`src/rtl/decoder_7s.sv`:
```
// rtl/decoder_7s.sv - debounced seven-segment pattern decoder with handshake and digit history
//
// Purpose: samples an active-low 7-segment pattern, accepts it once it has been
// seen on STABLE_CYCLES consecutive enabled edges, decodes it to a hex digit and
// presents it through a valid/ready handshake, keeping a four-digit history.
//
// Ports:
//   clk        in   1  clock, all state updates on the rising edge
//   reset      in   1  synchronous active-high reset
//   seg_in     in   7  active-low segments, bit0=a .. bit6=g
//   sample_en  in   1  seg_in is sampled on this edge when high
//   out_ready  in   1  consumer takes digit when high together with out_valid
//   hist_clear in   1  synchronous clear of the digit history
//   digit      out  4  last decoded hex value
//   out_valid  out  1  digit holds an unconsumed value
//   seg_error  out  1  one-cycle pulse on an accepted undecodable pattern
//   overflow   out  1  one-cycle pulse when an unconsumed digit is overwritten
//   hist       out 16  last four decoded digits, newest in [3:0]
//   hist_count out  3  number of valid history digits, 0..4

module decoder_7s #(
  parameter int STABLE_CYCLES = 4
) (
  input  logic        clk,
  input  logic        reset,
  input  logic [6:0]  seg_in,
  input  logic        sample_en,
  input  logic        out_ready,
  input  logic        hist_clear,
  output logic [3:0]  digit,
  output logic        out_valid,
  output logic        seg_error,
  output logic        overflow,
  output logic [15:0] hist,
  output logic [2:0]  hist_count
);

  typedef enum logic {
    S_HOLD  = 1'b0,
    S_TRACK = 1'b1
  } state_t;

  localparam logic [7:0] STABLE_C = 8'(STABLE_CYCLES);
  localparam logic [6:0] BLANK    = 7'b1111111;

  state_t      state_q, state_d;
  logic [6:0]  seg_q, seg_d;
  logic [7:0]  cnt_q, cnt_d;
  logic [7:0]  cnt_inc;
  logic        accept;

  logic [3:0]  digit_q, digit_d;
  logic        valid_q, valid_d;
  logic        err_q, err_d;
  logic        ovf_q, ovf_d;
  logic [15:0] hist_q, hist_d;
  logic [2:0]  hcnt_q, hcnt_d;

  logic        dec_ok;
  logic [3:0]  dec_val;
  logic        is_blank;

  // Returns {decodable, value}.
  function automatic logic [4:0] decode(input logic [6:0] p);
    case (p)
      7'b1000000: decode = {1'b1, 4'h0};
      7'b1111001: decode = {1'b1, 4'h1};
      7'b0100100: decode = {1'b1, 4'h2};
      7'b0110000: decode = {1'b1, 4'h3};
      7'b0011001: decode = {1'b1, 4'h4};
      7'b0010010: decode = {1'b1, 4'h5};
      7'b0000010: decode = {1'b1, 4'h6};
      7'b1111000: decode = {1'b1, 4'h7};
      7'b0000000: decode = {1'b1, 4'h8};
      7'b0010000: decode = {1'b1, 4'h9};
      7'b0001000: decode = {1'b1, 4'hA};
      7'b0000011: decode = {1'b1, 4'hB};
      7'b1000110: decode = {1'b1, 4'hC};
      7'b0100001: decode = {1'b1, 4'hD};
      7'b0000110: decode = {1'b1, 4'hE};
      7'b0001110: decode = {1'b1, 4'hF};
      default:    decode = {1'b0, 4'h0};
    endcase
  endfunction

  assign cnt_inc = cnt_q + 8'd1;

  // State register (all registers share the synchronous reset).
  always_ff @(posedge clk) begin
    if (reset) begin
      state_q <= S_HOLD;
      seg_q   <= BLANK;
      cnt_q   <= 8'd0;
      digit_q <= 4'd0;
      valid_q <= 1'b0;
      err_q   <= 1'b0;
      ovf_q   <= 1'b0;
      hist_q  <= 16'd0;
      hcnt_q  <= 3'd0;
    end else begin
      state_q <= state_d;
      seg_q   <= seg_d;
      cnt_q   <= cnt_d;
      digit_q <= digit_d;
      valid_q <= valid_d;
      err_q   <= err_d;
      ovf_q   <= ovf_d;
      hist_q  <= hist_d;
      hcnt_q  <= hcnt_d;
    end
  end

  // Next-state logic. A changed pattern always restarts the count at 1,
  // whichever state we are in; a repeated pattern only counts in TRACK, so a
  // held pattern in HOLD is never accepted twice.
  always_comb begin
    state_d = state_q;
    seg_d   = seg_q;
    cnt_d   = cnt_q;
    accept  = 1'b0;
    if (sample_en) begin
      if (seg_in != seg_q) begin
        seg_d = seg_in;
        cnt_d = 8'd1;
        if (STABLE_C == 8'd1) begin
          accept  = 1'b1;
          state_d = S_HOLD;
        end else begin
          state_d = S_TRACK;
        end
      end else if (state_q == S_TRACK) begin
        cnt_d = cnt_inc;
        if (cnt_inc == STABLE_C) begin
          accept  = 1'b1;
          state_d = S_HOLD;
        end
      end
    end
  end

  // Output logic. On an accept seg_in is the accepted pattern.
  always_comb begin
    {dec_ok, dec_val} = decode(seg_in);
    is_blank = (seg_in == BLANK);

    digit_d = digit_q;
    valid_d = valid_q;
    err_d   = 1'b0;
    ovf_d   = 1'b0;
    hist_d  = hist_q;
    hcnt_d  = hcnt_q;

    if (accept && dec_ok) begin
      digit_d = dec_val;
      valid_d = 1'b1;
      ovf_d   = valid_q & ~out_ready;
      hist_d  = {hist_q[11:0], dec_val};
      hcnt_d  = (hcnt_q == 3'd4) ? 3'd4 : hcnt_q + 3'd1;
    end else begin
      err_d = accept & ~is_blank;
      if (valid_q && out_ready) begin
        valid_d = 1'b0;
      end
    end

    // Clear wins over a same-cycle history push.
    if (hist_clear) begin
      hist_d = 16'd0;
      hcnt_d = 3'd0;
    end
  end

  assign digit      = digit_q;
  assign out_valid  = valid_q;
  assign seg_error  = err_q;
  assign overflow   = ovf_q;
  assign hist       = hist_q;
  assign hist_count = hcnt_q;

endmodule
```
`config.mk`:
```
export PLATFORM = sky130hd
export DESIGN_NAME = decoder_7s
export DESIGN_NICKNAME = d
export VERILOG_FILES = /design/src/rtl/decoder_7s.sv
export SDC_FILE = /design/constraint.sdc
export NUM_CORES = 1
export LEC_CHECK = 0
export CAP_MARGIN = 20
export CORE_MARGIN = 5
export CORE_UTILIZATION = 48
export CTS_CLUSTER_DIAMETER = 200
export CTS_CLUSTER_SIZE = 24
export DETAILED_ROUTE_END_ITERATION = 10
export PLACE_DENSITY = 0.76
export REMOVE_ABC_BUFFERS = 1
export SYNTH_ARGS = -nofsm -noshare
export SYNTH_HDL_FRONTEND = slang
export SYNTH_SLANG_ARGS = --single-unit
```
`constraint.sdc`:
```
create_clock -name clk -period 1.9 [get_ports clk]
set_clock_uncertainty 0.15 [all_clocks]
set_input_delay 0.285 -clock clk [delete_from_list [all_inputs] [get_ports clk]]
set_output_delay 0.285 -clock clk [all_outputs]
set_load 0.03 [all_outputs]
```
==> results of run 1 <==
[layer usage]
metal | up-vias | track usage, %
met2 | 75 | 34.1
li1 | 1132 | -
met4 | 0 | 6.99
met5 | - | 0
met3 | 11 | 4.00
met1 | 1100 | 22.8
[registers in the layout, summed over array words and instances, names as in the netlist]
register	count
hist	16
cnt_q	8
seg_q	7
digit	4
hist_count	3
out_valid	1
overflow	1
seg_error	1
state_q	1
[worst register-to-register path, cell delays in order, from the launching register on]
cell	delay, ns
dfxtp_2	0.35
ha_4	0.14
or4b_4	0.47
nor4_4	0.15
buf_6	0.16
o211a_4	0.24
and4b_1	0.23
nor3_2	0.04
[cells in the mapped netlist, types with 3 or more instances]
| cell | n |
|---|---|
| and3_1 | 3 |
| a211o_1 | 8 |
| inv_1 | 5 |
| nor4_1 | 4 |
| a311oi_1 | 4 |
| ha_1 | 3 |
| buf_1 | 3 |
| nand3_1 | 20 |
| nor3_1 | 11 |
| and3b_1 | 3 |
| o21ai_0 | 12 |
| nor2b_1 | 10 |
| xnor2_1 | 8 |
| o21ai_2 | 5 |
| a21oi_1 | 5 |
| nand2_1 | 27 |
| xor2_1 | 4 |
| nor2_1 | 24 |
| buf_2 | 8 |
| a31oi_1 | 3 |
| nand4_1 | 4 |
| clkbuf_1 | 5 |
| dfxtp_1 | 42 |
[power breakdown]
group / internal, mW / total [mW] / switching (mW)
registers: 0.894 / 0.904 / 0.0102
logic: 0.135 / 0.274 / 0.139
clock network: 0.258 / 0.580 / 0.322
total: 1.29 / 1.76 / 0.472
[path summary, 6_finish.rpt]
path | start | slack, ns | end | cells past startpoint
setup / recovery | cnt_q[1] | -0.16 | hist_count[2] | 7
setup reg to reg | cnt_q[1] | -0.16 | hist_count[2] | 7
hold reg to reg | hist[13] | 0.30 | hist[13] | 2
hold / removal | hist[13] | 0.30 | hist[13] | 2
[cell type report]
type	count	area share, %
clock buffer	5	2.05
timing repair buffer	103	27.4
multi-input combinational	197	42.2
inverter	5	0.560
sequential	42	25.2
tap	52	1.94
clock inverter	3	0.635
[repair_timing]
item | CTS | global route
resized for setup | 36 | 24
endpoints found under the setup margin | 34 | 30
buffers inserted | 7 | 2
cloned | 2 | 2
pin swaps | 13 | 6
[metrics by stage]
step | TNS, ns | std cells | setup WS [ns] | instance area, um^2
6_report | -3.12 | 407 | -0.162 | 3350
4_1_cts | -3.11 | 404 | -0.163 | 3210
3_5_place_dp | -19.02 | 387 | -0.666 | 2960
5_1_grt | -5.54 | 407 | -0.264 | 3350
3_3_place_gp | -18.98 | 387 | -0.659 | 2960
2_1_floorplan | -4.62 | 242 | -0.309 | 2090
[cells by family (layout without fill, tap and decap cells)]
logic type                 count (synthesis)  count (layout)
muxes                                      2               2
DFF                                       42              42
xor gates and xnor gates                  12              12
and+or+nand+nor                          125             125
buffers and inverters                     27             116
adders and majority gates                  3               3
AOI/OAI and AO/OA                         53              55
==> flow_metrics.env, run 1 <==
export IMPL_route_met2_wl_mm=3.11
export IMPL_finalPower_mw=1.76
export IMPL_relSlewSlack_pct=68.9
export IMPL_worstMarginPinSlew_ns=0.467
export IMPL_crit_slowest_cell="or4b_4"
export IMPL_grt_util_all_layers_pct=19.2
export IMPL_route_detailed_drc=0
export IMPL_die_area_um2=6130
export IMPL_leakagePower_nw=1.35
export IMPL_hpwl_mm=4.12
export IMPL_cts_max_path_buffers=2
export IMPL_io_pins=38
export IMPL_synth_fa_ha_area_share_pct=1.68
export IMPL_synth_area_leaders="dfxtp_1, nand2_1, nand3_1"
export IMPL_antenna_found_initial=0
export IMPL_synth_edf_count=0
export IMPL_ys_flop_type="dfxtp_1"
export IMPL_top_layer_used="met4"
export IMPL_wl_met3_um=372
export IMPL_post_drt_wl_per_cell_um=15.2
export IMPL_drt_iter0_drc=206
export IMPL_synth_cells=264
export IMPL_drive_above_1_share_pct=33.2
export IMPL_required_ns=1.93
export IMPL_cts_buffers=5
export IMPL_multi_input_area_um2=1420
export IMPL_fin_ws_ns=-0.162
export IMPL_hold_viol_final=0
export IMPL_rsz0062_at_grt="yes"
export IMPL_cp_data_arrival_time_ns=2.09
export IMPL_die_w_um=78.3
export IMPL_first_pass_iters=6
export IMPL_routed_via_density=5.70
export IMPL_cts_hold_buffers_added=0
export IMPL_syn2layout_area_growth_pct=49.5
export IMPL_io_buffer_count=37
export IMPL_synth_top_family_by_area="simple AND/OR/NAND/NOR gates"
export IMPL_irDropWorstVdd_uv=455
export IMPL_critPathBufInv=1
export IMPL_routed_wl_mm=6.19
export IMPL_violations="negative setup slack"
export IMPL_synth_area_mux_share_pct=0.893
export IMPL_cts_num_sinks=42
export IMPL_synth_simple_area_share_pct=29.8
export IMPL_period_minus_slack_ns=2.06
export IMPL_fmax_ghz=0.485
export IMPL_fin_util_pct=75.4
export IMPL_gp_congestion=0.868
export IMPL_crit_path_max_incr_delay_ns=0.47
export IMPL_worstHoldPathType="flip-flop to flip-flop"
export IMPL_grt_start_max_net_pins=19
export IMPL_max_cap_violations=0
export IMPL_cts_clk_slew_worst_paths_ns=0.09
export IMPL_clock_latency_ns=0.30
export IMPL_nets=369
export IMPL_criticalPathCategory="flip-flop to flip-flop"
export IMPL_cts_root_buffer="clkbuf_8"
export IMPL_vias=2318
export IMPL_antenna_cells=0
export IMPL_endpoint_kind="flip-flop"
export IMPL_cp_top_family="simple AND/OR/NAND/NOR gates"
export IMPL_path_max_fanout=5
export IMPL_path_cells="ha_4 > or4b_4 > nor4_4 > buf_6 > o211a_4 > and4b_1 > nor3_2"
export IMPL_synth_xor_area_share_pct=4.69
export IMPL_netlist_area_um2=2240
export IMPL_wl_met1_mm=2.61
export IMPL_final_common_cell="buf_4"
export IMPL_nFillCells=315
export IMPL_status="complete, but fails checks"
export IMPL_die_h_um=78.3
export IMPL_powerDensity_nw_per_um2=525
export IMPL_synth_distinct_cells=55
export IMPL_syn_avg_cell_area_um2=8.49
export IMPL_maxSlewViolCount=0
export IMPL_final_cell_mix="buf_4, dfxtp_1, clkdlybuf4s50_1"
export IMPL_synthArstFlopShare_pct=0
export IMPL_holdWs_ns=0.302
export IMPL_regArea_um2=843
export IMPL_start_util_pct=50.4
export IMPL_yosysSeqAreaShare_pct=37.5
export IMPL_coreArea_um2=4440
export IMPL_finalSetupViolations=26
export IMPL_htreeDepth=2
export IMPL_ant_nets=0
export IMPL_synth_compound_area_share_pct=18.1
export IMPL_synth_top_area_cell="dfxtp_1"
export IMPL_yosysWarnings=0
export IMPL_startpoint_type="flip-flop"
export IMPL_gr_total_overflow=0
export IMPL_grt_pass1_vias=2169
export IMPL_std_cell_rows=24
export IMPL_fin_crit_sh_pct=109
export IMPL_cts_tree="built"
export IMPL_ys_ff_latch=42
export IMPL_grt_pass1_wl_mm=9.58
export IMPL_synth_top_area_share_pct=37.5
No activity file was read; power rests on OpenSTA's default activity.
==> run 2: changes to the inputs <==
Settings changed: REMOVE_ABC_BUFFERS 1 to default.
==> run 2 against run 1 <==
Effect of this change: the run still ends with negative setup slack left; global-route usage is 1.0 points higher; sequential power is essentially flat; clock power is 5.0% higher; count of clock-buffer cells in the layout unchanged; via count rose by 4.0%; maximum frequency fell by 3.9%; first-iteration DRC count rose by 9.2%; critical path type unchanged.
==> flow_metrics.env, run 2 (synthesis results as in run 1) <==
export IMPL_gp_congestion=0.849
export IMPL_wl_met3_um=422
export IMPL_irDropWorstVdd_uv=278
export IMPL_required_ns=2.00
export IMPL_drive_above_1_share_pct=37.5
export IMPL_clock_latency_ns=0.30
export IMPL_min_path_cells=3
export IMPL_worstHoldPathType="input port to flip-flop"
export IMPL_relSlewSlack_pct=70.0
export IMPL_seqPwrFrac_pct=50.1
export IMPL_wl_met1_mm=2.83
export IMPL_dp_cells=395
export IMPL_die_h_um=78.3
export IMPL_gr_total_overflow=0
export IMPL_nFillCells=261
export IMPL_endpoint_kind="flip-flop"
export IMPL_hold_viol_final=0
export IMPL_hpwl_mm=4.24
export IMPL_swShare_pct=27.8
export IMPL_cts_tree="built"
export IMPL_drt_iter0_drc=225
export IMPL_grt_pass1_vias=2206
export IMPL_final_common_cell="buf_4"
export IMPL_grt_util_all_layers_pct=20.2
export IMPL_cts_max_path_buffers=2
export IMPL_route_met2_wl_mm=3.70
export IMPL_cts_num_sinks=42
export IMPL_startpoint="cnt_q[0]"
export IMPL_ant_nets=0
export IMPL_route_detailed_drc=0
export IMPL_die_w_um=78.3
export IMPL_fin_ws_ns=-0.245
export IMPL_final_cells=415
export IMPL_max_cap_violations=0
export IMPL_finalPower_mw=1.81
export IMPL_status="complete, but fails checks"
export IMPL_switchingPower_mw=0.502
export IMPL_worstMarginPinSlew_ns=0.450
export IMPL_final_cell_mix="buf_4, dfxtp_1, clkdlybuf4s50_1"
export IMPL_fmax_ghz=0.466
export IMPL_rsz0062_at_grt="yes"
export IMPL_syn_num_nets=279
export IMPL_antenna_cells=0
export IMPL_routed_via_density=5.81
export IMPL_startpoint_type="flip-flop"
export IMPL_path_max_fanout=5
export IMPL_cp_data_arrival_time_ns=2.25
export IMPL_antenna_found_initial=0
export IMPL_rr_startpoint="cnt_q[0]"
export IMPL_io_buffer_count=37
export IMPL_top_layer_used="met4"
export IMPL_io_pins=38
export IMPL_htreeDepth=2
export IMPL_period_minus_slack_ns=2.15
export IMPL_cts_hold_buffers_added=0
export IMPL_r2r_cells=9
export IMPL_criticalPathCategory="flip-flop to flip-flop"
export IMPL_leakagePower_nw=1.43
export IMPL_maxSlewViolCount=0
export IMPL_combPwrFrac_pct=16.2
export IMPL_powerDensity_nw_per_um2=511
export IMPL_routed_wl_mm=7.15
export IMPL_power_frac_clock_pct=33.7
export IMPL_syn2layout_area_growth_pct=57.7
export IMPL_finalSetupViolations=26
export IMPL_nets=377
export IMPL_vias=2410
export IMPL_violations="negative setup slack"
export IMPL_grt_start_max_net_pins=27
export IMPL_coreArea_um2=4440
export IMPL_fin_util_pct=79.5
export IMPL_grt_pass1_wl_mm=10.1
export IMPL_die_area_um2=6130
export IMPL_hold_start="seg_in[4]"
export IMPL_cts_buffers=5
export IMPL_fin_crit_sh_pct=113
export IMPL_std_cell_rows=24
export IMPL_largest_register_ffs=16
export IMPL_cts_root_buffer="clkbuf_8"
export IMPL_start_util_pct=50.4
export IMPL_cts_clk_slew_worst_paths_ns=0.09
export IMPL_first_pass_iters=4
export IMPL_p_int_mw=1.30
export IMPL_post_drt_wl_per_cell_um=17.2
## run 2: final timing paths
kind | endpoint | slack [ns]
worst max-delay path | hist[11] | -0.25
worst min-delay path | seg_q[4] | 0.24
worst max register to register | hist[11] | -0.25
worst min register to register | hist[12] | 0.31
## run 2: layout make-up
class | count | area [um^2] | area share [%]
clock inverter | 3 | 25.0 | 0.708
inverter | 5 | 18.8 | 0.531
clock buffer | 5 | 68.8 | 1.95
tap | 52 | 65.1 | 1.84
timing repair buffer | 111 | 1010 | 28.7
sequential | 42 | 843 | 23.9
multi-input combinational | 197 | 1500 | 42.4
## run 2: worst max-delay path, stage by stage (launching register included)
cell       delay (ns)
dfxtp_2          0.36
ha_4             0.13
or4b_4           0.46
nor4_4           0.15
buf_6            0.17
buf_6            0.10
o211a_4          0.22
clkbuf_16        0.17
nand3_2          0.09
o21ai_1          0.08
## run 2: stage by stage
stage	hold WS (ns)	TNS, ns	instance area (um^2)	setup WS, ns
after floorplan	0.276	-1.55	2300	-0.114
after global placement	0.298	-19.14	3090	-0.640
after detailed placement	0.302	-20.58	3090	-0.690
after CTS	0.314	-3.26	3310	-0.173
after global routing	0.273	-6.16	3530	-0.326
final	0.241	-3.89	3530	-0.245
## run 2: timing repair
action / CTS / global route
gates cloned: 1 / 4
buffers inserted: 4 / 3
setup endpoints to repair: 35 / 29
resized for setup: 27 / 32
pin swaps: 14 / 5
## run 2: power by group through the flow
stage | registers (mW) | clock network (mW) | logic [mW]
final | 0.904 | 0.609 | 0.293
after global routing | 0.906 | 0.663 | 0.314
after CTS | 0.903 | 0.607 | 0.274
after detailed placement | 0.922 | 0 | 0.263
after global placement | 0.922 | 0 | 0.259
after floorplan | 0.921 | 0 | 0.142
## run 2: layer usage
layer  GRT usage, %  vias up
li1               -     1150
met1           23.0     1145
met2           38.0       95
met3           3.66       20
met4           6.64        0
met5              0        -
==> run 3: changes to the inputs <==
Settings changed: CORE_UTILIZATION 48 to 49, CTS_BUF_LIST from default to sky130_fd_sc_hd__clkbuf_4, PLACE_DENSITY 0.76 to 0.78.
==> run 3 against run 2 <==
Effect of this change: the run still ends with negative setup slack left; utilization down 4.3 points; count of clock-buffer cells in the layout unchanged; maximum frequency up 2.1%.
==> flow_metrics.env, run 3 (synthesis results as in run 1) <==
export IMPL_fin_util_pct=75.2
export IMPL_regArea_um2=843
export IMPL_crit_slowest_cell="or4b_4"
export IMPL_routed_via_density=5.81
export IMPL_irDropWorstVdd_uv=280
export IMPL_syn_num_nets=279
export IMPL_powerDensity_nw_per_um2=498
export IMPL_final_cell_mix="buf_4, dfxtp_1, nand2_1"
export IMPL_leakagePower_nw=1.54
export IMPL_start_util_pct=51.1
export IMPL_die_h_um=77.6
export IMPL_maxSlewViolCount=0
export IMPL_hold_viol_final=0
export IMPL_gr_total_overflow=0
export IMPL_switchingPower_mw=0.467
export IMPL_setup_tns_ns=-3.95
export IMPL_worstHoldPathType="flip-flop to flip-flop"
export IMPL_multi_input_area_um2=1370
export IMPL_fin_ws_ns=-0.201
export IMPL_cp_data_arrival_time_ns=2.21
export IMPL_drt_iter0_drc=142
export IMPL_fin_crit_sh_pct=111
export IMPL_fmax_ghz=0.476
export IMPL_nets=362
export IMPL_antenna_found_initial=0
export IMPL_path_max_fanout=6
export IMPL_io_buffer_count=37
export IMPL_period_minus_slack_ns=2.10
export IMPL_combPwrFrac_pct=16.1
export IMPL_max_cap_violations=0
export IMPL_finalPower_mw=1.64
export IMPL_critPathBufInv=2
export IMPL_required_ns=2.01
export IMPL_finalSetupViolations=26
export IMPL_startpoint_type="flip-flop"
export IMPL_criticalPathCategory="flip-flop to flip-flop"
export IMPL_nFillCells=319
export IMPL_grt_pass1_vias=2251
export IMPL_coreArea_um2=4380
export IMPL_grt_start_max_net_pins=27
export IMPL_std_cell_rows=24
export IMPL_grt_util_all_layers_pct=21.0
export IMPL_grt_pass1_wl_mm=10.5
export IMPL_seqPwrFrac_pct=55.1
export IMPL_crit_path_max_incr_delay_ns=0.46
export IMPL_fin_area_um2=3300
export IMPL_cts_num_sinks=42
export IMPL_cts_max_path_buffers=2
export IMPL_antenna_cells=0
export IMPL_die_w_um=77.6
export IMPL_route_detailed_drc=0
export IMPL_htreeDepth=2
export IMPL_first_pass_iters=4
export IMPL_cts_buffers=5
export IMPL_ant_nets=0
export IMPL_holdWs_ns=0.319
export IMPL_p_int_mw=1.17
export IMPL_drive_above_1_share_pct=31.9
export IMPL_clock_latency_ns=0.36
export IMPL_status="complete, but fails checks"
export IMPL_final_common_cell="buf_4"
export IMPL_io_pins=38
export IMPL_violations="negative setup slack"
export IMPL_rsz0062_at_grt="yes"
export IMPL_routed_wl_mm=6.28
export IMPL_endpoint_kind="flip-flop"
export IMPL_die_area_um2=6030
export IMPL_placed_area_um2=3010
export IMPL_hpwl_mm=4.30
export IMPL_power_frac_clock_pct=28.8
export IMPL_worstMarginPinSlew_ns=0.352
export IMPL_cts_root_buffer="clkbuf_4"
export IMPL_gp_congestion=0.914
export IMPL_swShare_pct=28.5
export IMPL_post_drt_wl_per_cell_um=15.7
export IMPL_path_cells="ha_4 > or4b_4 > nor4_4 > buf_4 > o211a_4 > buf_6 > mux2i_1 > nor2_1"
export IMPL_cp_top_family="simple AND/OR/NAND/NOR gates"
export IMPL_cts_tree="built"
export IMPL_syn2layout_area_growth_pct=47.1
export IMPL_largest_register_ffs=16
export IMPL_cts_hold_buffers_added=0
export IMPL_cts_clk_slew_worst_paths_ns=0.15
export IMPL_vias=2322
export IMPL_relSlewSlack_pct=76.5
-- run 3: metal layers --
metal | vias up | track usage (%) | wire [um]
met5 | - | 0 | 0
met4 | 0 | 9.62 | 176
met3 | 17 | 3.82 | 280
met2 | 77 | 36.6 | 3260
met1 | 1111 | 24.7 | 2570
li1 | 1117 | - | -
-- run 3: repair_timing --
action	in CTS	in global routing
gates resized for setup	20	27
buffers inserted	6	0
pin swaps	4	2
endpoints found under the hold margin	0	0
setup endpoints to repair	38	42
cloned	2	0
-- run 3: cell type report --
cell class	instances	area share (%)
multi-input cells	195	41.5
repair buffers	98	28.5
flip-flops and latches	42	25.6
well taps	52	1.97
clock buffers	5	1.14
clock inverters	3	0.721
inverters	5	0.569
-- run 3: per-stage QoR --
step	std cells	worst slack, ns
after floorplan	264	-0.114
after global placement	384	-0.641
after detailed placement	384	-0.725
after CTS	400	-0.337
after global routing	400	-0.294
final	400	-0.201
-- run 3: power by group through the flow --
stage | Clock, mW | Combinational [mW] | Sequential, mW
after floorplan | 0 | 0.142 | 0.921
after global placement | 0 | 0.247 | 0.922
after detailed placement | 0 | 0.252 | 0.923
after CTS | 0.474 | 0.255 | 0.904
after global routing | 0.533 | 0.286 | 0.907
final | 0.473 | 0.264 | 0.905
-- run 3: path summary, 6_finish.rpt --
path	startpoint	endpoint	slack (ns)	cells after the start
setup / recovery	cnt_q[1]	hist_count[0]	-0.20	8
hold / removal	hist[15]	hist[15]	0.32	2
setup reg to reg	cnt_q[1]	hist_count[0]	-0.20	8
hold reg to reg	hist[15]	hist[15]	0.32	2
-- run 3: worst register-to-register path, delay by kind of cell (launching register included) --
family / cells / cell delay, ns
simple gates: 3 / 0.64
flops: 1 / 0.38
buf+inv: 2 / 0.29
compound gates: 1 / 0.23
mux: 1 / 0.17
fa+ha+maj: 1 / 0.13
